==> src/rtl/uart_tx_fifo_if.sv <==
// Byte write handshake between a producer and the UART transmit FIFO.
interface uart_tx_fifo_if;
  logic [7:0] w_data;
  logic       w_valid;
  logic       w_ready;

  modport master (output w_data, output w_valid, input w_ready);
  modport slave  (input w_data, input w_valid, output w_ready);
endinterface

==> src/rtl/uart_tx_fifo.sv <==
// Buffered UART transmitter: DEPTH-entry byte FIFO feeding an 8N1 serialiser, WAIT clocks per bit.
// Define UART_TX_PARITY_EN to insert an even-parity bit between the data bits and the stop bit.
module uart_tx_fifo #(
  parameter int WAIT  = 8,
  parameter int DEPTH = 4
) (
  input  logic                   clk,
  input  logic                   reset,
  uart_tx_fifo_if.slave          wr,
  output logic                   uart_tx,
  output logic                   busy,
  output logic [$clog2(DEPTH):0] fifo_count
);
  // state    | meaning
  // S_IDLE   | line high, waiting for a queued byte
  // S_START  | start bit (low)
  // S_DATA   | eight data bits, LSB first
  // S_PARITY | even-parity bit (UART_TX_PARITY_EN only)
  // S_STOP   | stop bit (high); may pop the next byte straight into S_START

  localparam int PW = $clog2(DEPTH);
  localparam int CW = PW + 1;
  localparam int BW = (WAIT > 1) ? $clog2(WAIT) : 1;
  localparam logic [BW-1:0] BAUD_LAST = BW'(WAIT - 1);
  localparam logic [CW-1:0] FULL      = CW'(DEPTH);

  typedef enum logic [2:0] {
    S_IDLE   = 3'd0,
    S_START  = 3'd1,
    S_DATA   = 3'd2,
`ifdef UART_TX_PARITY_EN
    S_PARITY = 3'd3,
`endif
    S_STOP   = 3'd4
  } state_t;

  state_t        state_q, state_d;
  logic [BW-1:0] baud_q, baud_d;
  logic [2:0]    idx_q, idx_d;
  logic [7:0]    shift_q, shift_d;
  logic          tx_q, tx_d;
  logic [PW-1:0] wr_ptr_q, wr_ptr_d;
  logic [PW-1:0] rd_ptr_q, rd_ptr_d;
  logic [CW-1:0] count_q, count_d;
  logic [7:0]    mem_q [DEPTH];
  logic [7:0]    mem_d [DEPTH];
`ifdef UART_TX_PARITY_EN
  logic          parity_q, parity_d;
`endif

  logic ready;
  logic push;
  logic pop;
  logic bit_end;

  assign ready      = (count_q != FULL);
  assign wr.w_ready = ready;
  assign uart_tx    = tx_q;
  assign busy       = (state_q != S_IDLE) || (count_q != '0);
  assign fifo_count = count_q;

  always_comb begin
    push     = wr.w_valid && ready;
    bit_end  = (baud_q == BAUD_LAST);
    pop      = 1'b0;
    state_d  = state_q;
    baud_d   = bit_end ? '0 : baud_q + BW'(1);
    idx_d    = idx_q;
    shift_d  = shift_q;
    wr_ptr_d = wr_ptr_q;
    rd_ptr_d = rd_ptr_q;
    mem_d    = mem_q;
`ifdef UART_TX_PARITY_EN
    parity_d = parity_q;
`endif

    case (state_q)
      S_IDLE: begin
        baud_d = '0;
        if (count_q != '0) begin
          pop     = 1'b1;
          state_d = S_START;
        end
      end
      S_START: begin
        if (bit_end) begin
          state_d = S_DATA;
          idx_d   = 3'd0;
        end
      end
      S_DATA: begin
        if (bit_end) begin
          shift_d = shift_q >> 1;
          idx_d   = idx_q + 3'd1;
          if (idx_q == 3'd7) begin
`ifdef UART_TX_PARITY_EN
            state_d = S_PARITY;
`else
            state_d = S_STOP;
`endif
          end
        end
      end
`ifdef UART_TX_PARITY_EN
      S_PARITY: begin
        if (bit_end) state_d = S_STOP;
      end
`endif
      S_STOP: begin
        if (bit_end) begin
          // A waiting byte starts its frame with no idle gap
          if (count_q != '0) begin
            pop     = 1'b1;
            state_d = S_START;
          end else begin
            state_d = S_IDLE;
          end
        end
      end
      default: state_d = S_IDLE;
    endcase

    if (pop) begin
      shift_d  = mem_q[rd_ptr_q];
      rd_ptr_d = rd_ptr_q + PW'(1);
`ifdef UART_TX_PARITY_EN
      parity_d = ^mem_q[rd_ptr_q];
`endif
    end

    if (push) begin
      mem_d[wr_ptr_q] = wr.w_data;
      wr_ptr_d        = wr_ptr_q + PW'(1);
    end

    count_d = count_q;
    if (push && !pop)      count_d = count_q + CW'(1);
    else if (!push && pop) count_d = count_q - CW'(1);

    // Line level follows the state being entered so uart_tx stays a pure flop
    tx_d = 1'b1;
    case (state_d)
      S_START:  tx_d = 1'b0;
      S_DATA:   tx_d = shift_d[0];
`ifdef UART_TX_PARITY_EN
      S_PARITY: tx_d = parity_d;
`endif
      default:  tx_d = 1'b1;
    endcase
  end

  always_ff @(posedge clk or negedge reset) begin
    if (!reset) begin
      state_q  <= S_IDLE;
      baud_q   <= '0;
      idx_q    <= '0;
      shift_q  <= '0;
      tx_q     <= 1'b1;
      wr_ptr_q <= '0;
      rd_ptr_q <= '0;
      count_q  <= '0;
      mem_q    <= '{default: '0};
`ifdef UART_TX_PARITY_EN
      parity_q <= 1'b0;
`endif
    end else begin
      state_q  <= state_d;
      baud_q   <= baud_d;
      idx_q    <= idx_d;
      shift_q  <= shift_d;
      tx_q     <= tx_d;
      wr_ptr_q <= wr_ptr_d;
      rd_ptr_q <= rd_ptr_d;
      count_q  <= count_d;
      mem_q    <= mem_d;
`ifdef UART_TX_PARITY_EN
      parity_q <= parity_d;
`endif
    end
  end

endmodule

==> src/flat_wrapper.sv <==
// flat-port wrapper written by rule: the top's interface ports become plain ports
module uart_tx_fifo_flat 
#(
  parameter int WAIT  = 8,
  parameter int DEPTH = 4
)
  (clk, reset, uart_tx, busy, fifo_count, wr_w_data, wr_w_valid, wr_w_ready);
  uart_tx_fifo_if wr_i ();
  input  logic clk;
  input  logic reset;
  output logic uart_tx;
  output logic busy;
  output logic [$clog2(DEPTH):0] fifo_count;
  input wire logic [$bits(wr_i.w_data)-1:0] wr_w_data;
  input wire logic [$bits(wr_i.w_valid)-1:0] wr_w_valid;
  output wire logic [$bits(wr_i.w_ready)-1:0] wr_w_ready;
  assign wr_i.w_data = wr_w_data;
  assign wr_i.w_valid = wr_w_valid;
  assign wr_w_ready = wr_i.w_ready;
  uart_tx_fifo #(.WAIT(WAIT), .DEPTH(DEPTH)) u_core (.clk(clk), .reset(reset), .wr(wr_i), .uart_tx(uart_tx), .busy(busy), .fifo_count(fifo_count));
endmodule
==> config.mk <==
export PLATFORM = sky130hd
export DESIGN_NAME = uart_tx_fifo_flat
export DESIGN_NICKNAME = d
export VERILOG_FILES = /design/src/rtl/uart_tx_fifo_if.sv /design/src/rtl/uart_tx_fifo.sv /design/src/flat_wrapper.sv
export SDC_FILE = /design/constraint.sdc
export NUM_CORES = 1
export LEC_CHECK = 0
export BUFFER_PORTS_ARGS = -buffer_cell sky130_fd_sc_hd__buf_2
export CAP_MARGIN = 20
export CORE_ASPECT_RATIO = 0.7
export CORE_MARGIN = 2
export CORE_UTILIZATION = 55
export CTS_CLUSTER_DIAMETER = 60
export DETAILED_ROUTE_END_ITERATION = 12
export GPL_TIMING_DRIVEN = 1
export PLACE_DENSITY_LB_ADDON = 0.08
export SLEW_MARGIN = 20
export SYNTH_ARGS = -nofsm -noshare
export SYNTH_HDL_FRONTEND = slang
export SYNTH_SLANG_ARGS = --single-unit
export TNS_END_PERCENT = 50
==> constraint.sdc <==
create_clock -name clk -period 4 [get_ports clk]
set_clock_uncertainty 0.05 [all_clocks]
set_input_delay 0.4 -clock clk [delete_from_list [all_inputs] [get_ports clk]]
set_output_delay 0.4 -clock clk [all_outputs]
set_load 0.01 [all_outputs]
==> impl_metrics.json <==
{
  "ys_seq_area_share_pct": 50.3,
  "async_reset_ff_share_pct": 100,
  "ios": 17,
  "synth_edf_count": 0,
  "crit_type": "flop to flop",
  "r2r_end": "u_core.fifo_count[1]$_DFFE_PN0P_",
  "avgSynthCellArea_um2": 14.6,
  "setup.worst_path.end": "u_core.fifo_count[1]$_DFFE_PN0P_",
  "place_area_um2": 2940,
  "ys_ff_latch": 57,
  "rsz0062_at_grt": "false",
  "cellInternalPower_w": 0.00146,
  "yosysTopAreaCell": "dfrtp_1",
  "syn_area_um2": 2840,
  "leakage_nw": 1.50,
  "n_antenna_cell": 0,
  "hp-class": "primary input to flop",
  "cp-start-kind": "flop",
  "fin_util_pct": 64.2,
  "drt-pass1-iter-count": 4,
  "worst_slew_pin_slew_ps": 659,
  "die_x_um": 89.9,
  "h-tree-depth": 3,
  "drive_above_1_share_pct": 37.9,
  "insertion_delay_ps": 330,
  "dp.cells": 271,
  "clockBufferDepth": 2,
  "seq_power_share_pct": 44.0,
  "drcViolationCount": 0,
  "grt_max_degree": 38,
  "num_vias": 1609,
  "grt_pass1_vias": 1782,
  "reg2reg_slack_ps": 1220,
  "place_ws_ps": 1240,
  "synth_top_area_share_pct": 49.4,
  "cp-startpoint": "u_core.baud_q[0]$_DFF_PN0_",
  "viasPerCell": 5.59,
  "peakVddDrop_v": 0.000335,
  "worstSetupEndpointType": "flop",
  "die_area_um2": 5760,
  "syn_to_final_growth_pct": 9.96,
  "die_h_um": 64.1,
  "swShare_pct": 28.5,
  "combinationalPowerShare_pct": 32.8,
  "wl_um": 5100,
  "required_ps": 4160,
  "clock-sinks": 57,
  "arrival_ps": 2950,
  "drtIter0Drc": 102,
  "gp_congestion": 0.838,
  "status": "complete, no violations",
  "slew_viol_final": 0,
  "cts-root-buf": "clkbuf_8",
  "period_needed_ps": 2780,
  "antenna_found_initial": 0,
  "post_drt_wl_per_cell_um": 17.7,
  "fmax_mhz": 359,
  "yosys_most_used_dff": "dfrtp_1",
  "postLayoutSetupSlackWorst_ps": 1220,
  "port_buffers": 16,
  "synth_nets": 216,
  "grt_pass1_wl_um": 8910,
  "clkPwrFrac_pct": 23.1,
  "crit_fanout": 11,
  "power.density_nw_per_um2": 653,
  "max_stage_delay_ps": 440,
  "synth_area_leaders": "dfrtp_1, mux2_4, mux4_2",
  "yosys_warnings": 0,
  "synthCells": 194,
  "hold_viol_final": 0,
  "design_area_um2": 3120,
  "fin_crit_sh_pct": 69.6,
  "switching_power_w": 0.000581,
  "maxCapViolations": 0,
  "core-area_um2": 4860,
  "r2r_cells": 9,
  "tns_ps": 0,
  "cts_buffers": 9,
  "floorplan.rows": 21,
  "hpwl_um": 3540,
  "crit_chain": "ha_1, ha_1, nor2b_4, nor4_4, inv_2, ha_1, inv_1, fa_1, mux2_2",
  "setup_violations": 0,
  "gr-total-overflow": 0,
  "crit_top_cell": "ha_1",
  "fin_cells": 288,
  "antenna_left": 0,
  "ys_types": 39,
  "track_usage_pct": 20.6,
  "r2r_start": "u_core.baud_q[0]$_DFF_PN0_",
  "clkTransAtPathRegs_ps": 60,
  "cts_tree": "built",
  "timing.slew.headroom_pct": 56.0,
  "nets": 236,
  "critPathSlowestCell": "nor4_4",
  "start_util_pct": 58.4
}
layer usage:
metal,part of all wire (%),GRT usage (%),up-vias
li1,-,-,729
met2,48,32.7,33
met3,3.6,6.49,11
met4,1.4,7.88,0
met5,0,0,-
met1,46,26.9,836
state kept, by name (all words and copies together), names as in the netlist:
name               count
u_core.mem_q          32
u_core.baud_q          3
u_core.state_q         3
u_core.fifo_count      3
u_core.uart_tx         1
u_core.shift_q         8
u_core.idx_q           3
u_core.rd_ptr_q        2
u_core.wr_ptr_q        2
stage by stage:
stage                     total power (W)  hold WS [ps]
final                             0.00204           297
after global routing              0.00216           291
after CTS                         0.00207           281
after detailed placement          0.00158           322
after global placement            0.00154           307
after floorplan                   0.00144          54.4
cells by family after synthesis:
group | share of synthesized area, %
multiplexers | 24.5
AO/OA/AOI/OAI | 4.10
AND/OR/NAND/NOR | 10.8
buffers and inverters | 3.31
flip-flops | 50.3
XOR/XNOR | 1.85
adder cells (fa/ha/maj) | 5.11
synthesized netlist by cell type (all sizes together), types with 2 or more instances:
| cell type | number |
|---|---|
| nor2 | 5 |
| nand3 | 3 |
| clkbuf | 2 |
| mux2 | 35 |
| buf | 7 |
| nor3 | 3 |
| dfrtp | 56 |
| nand2 | 24 |
| xnor2 | 4 |
| xor2 | 2 |
| ha | 10 |
| a32oi | 6 |
| nor2b | 5 |
| a22o | 2 |
| a21oi | 2 |
| and2 | 2 |
| inv | 5 |
| mux4 | 8 |
worst min path at each step:
stage | endpoint | slack, ps | from | depth (start not counted)
global route | u_core.mem_q[16]$_DFFE_PN0P_ | 290 | wr_w_data[0] | 2
finish | u_core.mem_q[6]$_DFFE_PN0P_ | 300 | wr_w_data[6] | 2
detailed placement | u_core.mem_q[5]$_DFFE_PN0P_ | 320 | reset | 1
global placement | u_core.mem_q[13]$_DFFE_PN0P_ | 310 | reset | 1
CTS | u_core.mem_q[26]$_DFFE_PN0P_ | 280 | wr_w_data[2] | 2
floorplan | u_core.baud_q[0]$_DFF_PN0_ | 50 | reset | 0
critical path: cells and delay by family, from the launching register on:
kind	cells	cell delay [ps]
DFF	1	360
and+or+nand+nor	2	510
muxes	1	270
adders and majority gates	4	1180
buffers and inverters	2	300
power by group through the flow:
stage	sequential (W)	combinational (W)	clock [W]
final	0.000898	0.000669	0.000472
after CTS	0.000898	0.000680	0.000488
after floorplan	0.000871	0.000569	0
after global placement	0.000886	0.000655	0
after global routing	0.000923	0.000724	0.000516
after detailed placement	0.000905	0.000672	0
area by class of cell:
cell class / count / area [um2]
clock buffers: 13 / 159
clock inverters: 3 / 15.0
fillers: 355 / 1740
inverters: 5 / 18.8
multi-input cells: 123 / 1320
flip-flops and latches: 57 / 1430
well taps: 69 / 86.3
repair buffers: 18 / 97.6
repair_timing:
| action | 4_1_cts | 5_1_grt |
|---|---|---|
| endpoints found under the hold margin | 20 | 0 |
| hold buffers | 1 | 0 |
| setup buffers | 0 | 0 |
| gates resized for setup | 0 | 0 |
layout by cell type, fill, tap and decap left out, drive strengths merged, types with 2 or more instances in the layout:
cell,n
dfrtp,56
mux2,35
nand2,24
buf,17
clkbuf,13
ha,10
mux4,8
a32oi,6
nor2,5
inv,5
nor2b,5
xnor2,4
nor3,3
nand3,3
clkinv,3
a21oi,2
a22o,2
xor2,2
and2,2
Power figures use the tool's default switching activity.
